## config.mk

```make
export PLATFORM = sky130hd
export DESIGN_NAME = hcp_tsmp_parser
export DESIGN_NICKNAME = d
export VERILOG_FILES = /design/src/rtl/hcp_tsmp_parser.sv
export SDC_FILE = /design/constraint.sdc
export NUM_CORES = 1
export LEC_CHECK = 0
export CAP_MARGIN = 30
export CORE_UTILIZATION = 40
export DETAILED_ROUTE_END_ITERATION = 12
export PLACE_DENSITY_LB_ADDON = 0.12
export SETUP_SLACK_MARGIN = 0.05
export SLEW_MARGIN = 30
export SYNTH_ARGS = -nofsm -noshare
export SYNTH_HDL_FRONTEND = slang
export SYNTH_SLANG_ARGS = --single-unit
```

## constraint.sdc

```tcl
create_clock -name i_clk -period 2.1 [get_ports i_clk]
set_input_delay 0.315 -clock i_clk [delete_from_list [all_inputs] [get_ports i_clk]]
set_output_delay 0.315 -clock i_clk [all_outputs]
set_load 0.02 [all_outputs]
```

## src/rtl/hcp_tsmp_parser.sv

```systemverilog
// TSMP host-command parser: header capture, then register writes from packed payload words or read requests.
// Latency: o_wr / o_rd_req / o_err / o_busy all registered, one cycle after the causing beat or ack.
// Backpressure: none on the byte stream; reads hold o_rd_req until i_rd_ack. Optional macro: HCP_PARSER_ERR_CNT_EN.
module hcp_tsmp_parser #(
    parameter int DATA_WIDTH = 9,
    parameter int HDR_LEN    = 24,
    parameter int TYPE_IDX   = 1,
    parameter int CNT_IDX    = 18,
    parameter int ADDR_W     = 6,
    parameter int WORD_BYTES = 4
) (
    input  logic                    i_clk,
    input  logic                    i_rst_n,
    input  logic [DATA_WIDTH-1:0]   iv_data,
    input  logic                    i_data_wr,
    output logic                    o_wr,
    output logic [ADDR_W-1:0]       ov_wr_addr,
    output logic [8*WORD_BYTES-1:0] ov_wr_data,
    output logic                    o_rd_req,
    output logic [ADDR_W-1:0]       ov_rd_addr,
    input  logic                    i_rd_ack,
    output logic                    o_busy,
    output logic                    o_err,
    output logic [15:0]             ov_err_cnt
);
    localparam int WW = 8*WORD_BYTES;
    localparam int HW = $clog2(HDR_LEN);

    typedef enum logic [2:0] {S_IDLE, S_HDR, S_WRITE, S_READ, S_DROP} state_t;

    state_t            state;
    logic [HW-1:0]     hdr_cnt;
    logic [7:0]        typ_q;
    logic [7:0]        cnt_q;
    logic [7:0]        words_left;
    logic [ADDR_W-1:0] addr;
    logic [WW-1:0]     word_q;
    logic [1:0]        byte_idx;

    logic              start;
    logic [7:0]        beat_byte;
    logic [7:0]        hdr_type;
    logic [7:0]        hdr_count;
    logic [WW+7:0]     word_cat;
    logic [WW-1:0]     word_nxt;
    logic              last_hdr;
    logic              last_byte;

    // Type/count are taken from the live byte when they sit in the final header byte.
    always_comb begin
        start     = i_data_wr & iv_data[DATA_WIDTH-1];
        beat_byte = iv_data[7:0];
        hdr_type  = (hdr_cnt == HW'(TYPE_IDX)) ? beat_byte : typ_q;
        hdr_count = (hdr_cnt == HW'(CNT_IDX))  ? beat_byte : cnt_q;
        word_cat  = {word_q, beat_byte};
        word_nxt  = word_cat[WW-1:0];
        last_hdr  = (hdr_cnt == HW'(HDR_LEN-1));
        last_byte = (byte_idx == 2'(WORD_BYTES-1));
    end

    always_ff @(posedge i_clk or negedge i_rst_n) begin
        if (!i_rst_n) begin
            state      <= S_IDLE;
            hdr_cnt    <= '0;
            typ_q      <= '0;
            cnt_q      <= '0;
            words_left <= '0;
            addr       <= '0;
            word_q     <= '0;
            byte_idx   <= '0;
            o_wr       <= 1'b0;
            ov_wr_addr <= '0;
            ov_wr_data <= '0;
            o_rd_req   <= 1'b0;
            ov_rd_addr <= '0;
            o_busy     <= 1'b0;
            o_err      <= 1'b0;
        end else begin
            o_wr  <= 1'b0;
            o_err <= 1'b0;
            if (start) begin
                // A start byte always opens a new header; it is an error only if a packet was live.
                o_err    <= (state == S_HDR) || (state == S_WRITE) || (state == S_READ);
                state    <= S_HDR;
                o_busy   <= 1'b1;
                hdr_cnt  <= HW'(1);
                byte_idx <= '0;
                o_rd_req <= 1'b0;
            end else begin
                case (state)
                    S_HDR: begin
                        if (i_data_wr) begin
                            if (hdr_cnt == HW'(TYPE_IDX)) typ_q <= beat_byte;
                            if (hdr_cnt == HW'(CNT_IDX))  cnt_q <= beat_byte;
                            if (last_hdr) begin
                                addr       <= beat_byte[ADDR_W-1:0];
                                words_left <= hdr_count;
                                byte_idx   <= '0;
                                if ((hdr_type == 8'h01 || hdr_type == 8'h00) && hdr_count == 8'd0) begin
                                    state  <= S_IDLE;
                                    o_busy <= 1'b0;
                                end else if (hdr_type == 8'h01) begin
                                    state <= S_WRITE;
                                end else if (hdr_type == 8'h00) begin
                                    state      <= S_READ;
                                    o_rd_req   <= 1'b1;
                                    ov_rd_addr <= beat_byte[ADDR_W-1:0];
                                end else begin
                                    state <= S_DROP;
                                end
                            end else begin
                                hdr_cnt <= hdr_cnt + HW'(1);
                            end
                        end
                    end
                    S_WRITE: begin
                        if (i_data_wr) begin
                            word_q   <= word_nxt;
                            byte_idx <= byte_idx + 2'd1;
                            if (last_byte) begin
                                o_wr       <= 1'b1;
                                ov_wr_addr <= addr;
                                ov_wr_data <= word_nxt;
                                addr       <= addr + ADDR_W'(1);
                                words_left <= words_left - 8'd1;
                                byte_idx   <= '0;
                                if (words_left == 8'd1) begin
                                    state  <= S_IDLE;
                                    o_busy <= 1'b0;
                                end
                            end
                        end
                    end
                    S_READ: begin
                        // One idle cycle follows every ack, so requests issue at most every other cycle.
                        if (o_rd_req && i_rd_ack) begin
                            o_rd_req   <= 1'b0;
                            addr       <= addr + ADDR_W'(1);
                            words_left <= words_left - 8'd1;
                            if (words_left == 8'd1) begin
                                state  <= S_IDLE;
                                o_busy <= 1'b0;
                            end
                        end else if (!o_rd_req) begin
                            o_rd_req   <= 1'b1;
                            ov_rd_addr <= addr;
                        end
                    end
                    default: begin
                    end
                endcase
            end
        end
    end

`ifdef HCP_PARSER_ERR_CNT_EN
    always_ff @(posedge i_clk or negedge i_rst_n) begin
        if (!i_rst_n) begin
            ov_err_cnt <= '0;
        end else if (o_err && ov_err_cnt != 16'hFFFF) begin
            ov_err_cnt <= ov_err_cnt + 16'd1;
        end
    end
`else
    assign ov_err_cnt = '0;
`endif

endmodule

```

==> impl_summary.txt <==
----------------------------------------------------
[GRT]
  Sum of overflow across all layers after global routing ... 0
  Maximum number of pins on one net before global-route repair ... between 50 and 60
  Tot GR Track Use ... 0.1870
  Global-route wire length before repair ... between 20 and 25 mm
  Antenna violations before repair ... 0
  Vias in the first global route ... ~3.9k

[Floorplanning]
  Placeable core area ... ~13000 um2
  Vert. Die Dim ... roughly 120 um
  X dimension of the die ... 117.8 um
  Effective utilization at floorplan ... 0.4180
  Die ar. ... around 14000 um2
  Placement Rows ... between 40 and 50
  Number of top-level pins ... 77

[Logic synthesis]
  Number of warnings printed during yosys synthesis ... 0
  Most frequently used flop master after synthesis ... sky130_fd_sc_hd__dfrtp_1
  Area of the mapped netlist ... between 5000 and 6000 um2
  Post-synth EDFFs ... 0
  Share of async-settable or async-resettable flops after synthesis ... 1.000
  Post-synthesis sequential area ratio ... 0.5228
  Post-synthesis average cell area ... around 11 um2
  Number of instances in the synthesized netlist ... approximately 510
  Count of distinct cell types in the synthesized netlist ... 56
  #FFs+latches synth ... 112

[Final layout]
  Share of layout cells above drive strength 1 ... 0.2017
  Area of the multi-input gates ... approximately 2300 um2
  Number of inserted diodes ... 0
  Post-route core utilization ... 0.5239
  Net count of the finished layout ... between 600 and 700
  Storage cell area ... around 2800 um2
  Layout area overhead ... 25.32%
  Fillers ... ~1.2k

[Clock network]
  CTS Buf Count ... 9
  Number of levels in the clock H-tree ... 3
  Clock root buffer ... sky130_fd_sc_hd__clkbuf_16
  Total clock sinks ... between 100 and 150
  Skew-Pair Late Insertion Delay ... between 0.3 and 0.4 ns
  Clock transition at path regs ... 0.07 ns
  Worst-case clock buffer depth ... 2
  TritonCTS clock tree ... built

[STA]
  Final max-slew violation count ... 0
  Final Hold Fails ... 0
  Final worst clock skew ... ~0.01 ns
  Setup repair after global routing missed its margin ... yes
  Worst max-slew margin expressed relative to the limit ... 0.6455
  Crit share post-route ... 0.9306
  Max Clk Rate ... 511.7 MHz
  Count of final setup violators ... 0
  Least-Margin Pin Slew ... between 0.5 and 0.6 ns
  Worst hold slack ... 0.4374 ns
  Tmin final ... just under 2 ns

[Drt]
  Vias post-DR ... 3927
  Pre-antenna DRT Iters ... 4
  Residual antenna-violating net count after detailed routing ... 0
  Number of DRC violations after detailed routing ... 0
  Final wirelength ... 12.27 mm
  Vias per cell ... approximately 5.1
  Routed wire length per instance ... approximately 16 um
  DRT iter0 DRCs ... 202

[Placed design]
  Input/output buffers ... 60
  Routability cong. ... roughly 0.83
  Final HPWL from detailed placement ... around 8.9 mm

[Worst setup path]
  Largest driver fanout on the critical path ... 14
  Endpoint arrival time on the critical path ... about 2.3 ns
  Sort of element at the end of the critical path ... register
  Type of the worst setup path ... register to register
  Worst r2r dst ... addr[0]
  Reg2Reg Launch Point ... hdr_cnt[1]
  Depth of the most critical reg-to-reg path ... 6
  Required time of the worst setup path ... around 2.4 ns
  CP startpoint kind ... register
  Register-to-register setup slack ... between 0.1 and 0.15 ns

[Status]
  Status ... complete, no violations

[Hold path]
  Worst hold-check path type ... primary input to async pin

[Pwr]
  Worst IR Drop VDD ... ~360 uV
  Leakage power of the design ... 3.433 nW
  Post-layout power ... about 5 mW
  Pwr/cell area ... ~740 nW/um2

[Run]
  Number of max-capacitance violations reported ... 0

----------------------------------------------------
[sequential cells by signal (all words and copies together), names as in the netlist]
register,flops
state,3
ov_rd_addr,6
o_wr,1
cnt_q,8
o_err,1
o_rd_req,1
byte_idx,2
o_busy,1
typ_q,8
addr,6
ov_wr_addr,6
word_q,24
hdr_cnt,5
words_left,8
ov_wr_data,32
[layout by cell type (no fill, tap or decap), drive strengths merged, types with 2 or more instances in the layout]
| master | instances |
|---|---|
| nand3 | 18 |
| o22a | 3 |
| nand4 | 3 |
| conb | 16 |
| nor3 | 7 |
| and3 | 3 |
| nand2 | 99 |
| a31oi | 5 |
| o21a | 2 |
| dfrtp | 112 |
| mux2i | 20 |
| bufinv | 2 |
| o21ai | 23 |
| clkbuf | 13 |
| ha | 7 |
| nor2 | 30 |
| or2 | 2 |
| xor2 | 3 |
| o22ai | 2 |
| a32oi | 2 |
| nor4 | 5 |
| a22oi | 3 |
| nor2b | 3 |
| and2 | 2 |
| nand2b | 7 |
| a21oi | 14 |
| clkdlybuf4s50 | 59 |
| or3 | 4 |
| buf | 44 |
| inv | 13 |
| mux2 | 49 |
| o221ai | 6 |
[critical path, cell delays in order, from the launching register on]
cell,delay (ns)
sky130_fd_sc_hd__dfrtp_1,0.43
sky130_fd_sc_hd__ha_1,0.22
sky130_fd_sc_hd__and4b_2,0.33
sky130_fd_sc_hd__nand3_4,0.12
sky130_fd_sc_hd__a211o_4,0.40
sky130_fd_sc_hd__or3_1,0.32
sky130_fd_sc_hd__nand3_1,0.08
[synth_stat cells (3+ instances only)]
library cell	number	area (um2)
sky130_fd_sc_hd__nand3_1	17	85.08
sky130_fd_sc_hd__clkbuf_1	11	41.29
sky130_fd_sc_hd__dfrtp_1	112	2803
sky130_fd_sc_hd__mux2i_1	20	200.2
sky130_fd_sc_hd__o21ai_0	20	100.1
sky130_fd_sc_hd__nand4_1	3	18.77
sky130_fd_sc_hd__ha_1	7	87.58
sky130_fd_sc_hd__xor2_1	3	26.28
sky130_fd_sc_hd__nor2b_1	3	18.77
sky130_fd_sc_hd__a21oi_1	14	70.07
sky130_fd_sc_hd__nor2_1	30	112.6
sky130_fd_sc_hd__nor4_1	5	31.28
sky130_fd_sc_hd__o21ai_1	3	15.01
sky130_fd_sc_hd__o221ai_1	6	52.55
sky130_fd_sc_hd__mux2_2	40	450.4
sky130_fd_sc_hd__nor3_1	6	30.03
sky130_fd_sc_hd__inv_1	12	45.04
sky130_fd_sc_hd__buf_4	21	157.7
sky130_fd_sc_hd__nand2_1	99	371.6
sky130_fd_sc_hd__a31oi_1	5	31.28
sky130_fd_sc_hd__or3_1	4	25.02
sky130_fd_sc_hd__and3_1	3	18.77
sky130_fd_sc_hd__o22a_1	3	26.28
sky130_fd_sc_hd__mux2_4	9	135.1
sky130_fd_sc_hd__nand2b_1	6	37.54
sky130_fd_sc_hd__a22oi_1	3	22.52
sky130_fd_sc_hd__buf_2	9	45.04
[area by class of cell]
class / instances / area share
timing repair buffer: 104 / 0.1441
clock inverter: 3 / 0.01024
multi-input combinational: 356 / 0.3479
clock buffer: 13 / 0.04171
inverter: 12 / 0.006704
tap: 172 / 0.03203
sequential: 112 / 0.4173
[kinds of logic (layout without fill, tap and decap cells)]
family / after synthesis / count (layout) / synth area share
flip-flops: 112 / 112 / 0.5228
other: 1 / 16 / 0.0006994
buffers and inverters: 54 / 132 / 0.05601
AND/OR/NAND/NOR: 192 / 192 / 0.1706
XOR/XNOR: 3 / 3 / 0.004902
multiplexers: 69 / 69 / 0.1466
adder cells (fa/ha/maj): 7 / 7 / 0.01634
AO/OA/AOI/OAI: 69 / 69 / 0.08215
[through the flow]
step	worst slack, ns	setup TNS, ns	cells	cell area, um2
floorplan	0.3245	0	522	5418
global placement	-0.09267	-0.7367	751	6309
detailed placement	-0.1174	-0.7683	751	6309
CTS	0.05190	0	768	6669
global route	0.03762	0	772	6719
finish	0.1457	0	772	6719
[where the power goes]
part	internal (mW)	total, mW	switching, mW
registers	2.29	2.40	0.106
clock network	1.18	1.97	0.791
logic	0.307	0.633	0.326
total	3.78	5.00	1.22
[metal layers]
layer  track usage  wire length [um]  vias to the layer above
li1              -                 -                     1903
met1        0.2584              5932                     1929
met2        0.2945              5709                       82
met3       0.02665               395                       13
met4       0.07692               231                        0
met5             0                 0                        -
[repair_timing]
item	4_1_cts	5_1_grt
endpoints found under the hold margin	31	0
gates resized for setup	1	6
pin swaps	0	1
setup endpoints to repair	2	19
hold buffers	1	0
buffers inserted	0	4
[how the worst max path moves through the flow]
stage | startpoint | end | slack, ns | cells past startpoint
final | hdr_cnt[1] | addr[0] | 0.15 | 6
after global routing | hdr_cnt[1] | ov_rd_addr[0] | 0.04 | 8
after floorplan | hdr_cnt[0] | ov_rd_addr[1] | 0.32 | 8
after CTS | hdr_cnt[1] | ov_rd_addr[5] | 0.05 | 6
after detailed placement | iv_data[5] | ov_rd_addr[5] | -0.12 | 7
after global placement | iv_data[5] | ov_rd_addr[2] | -0.09 | 7
No activity file was read; power rests on OpenSTA's default activity.
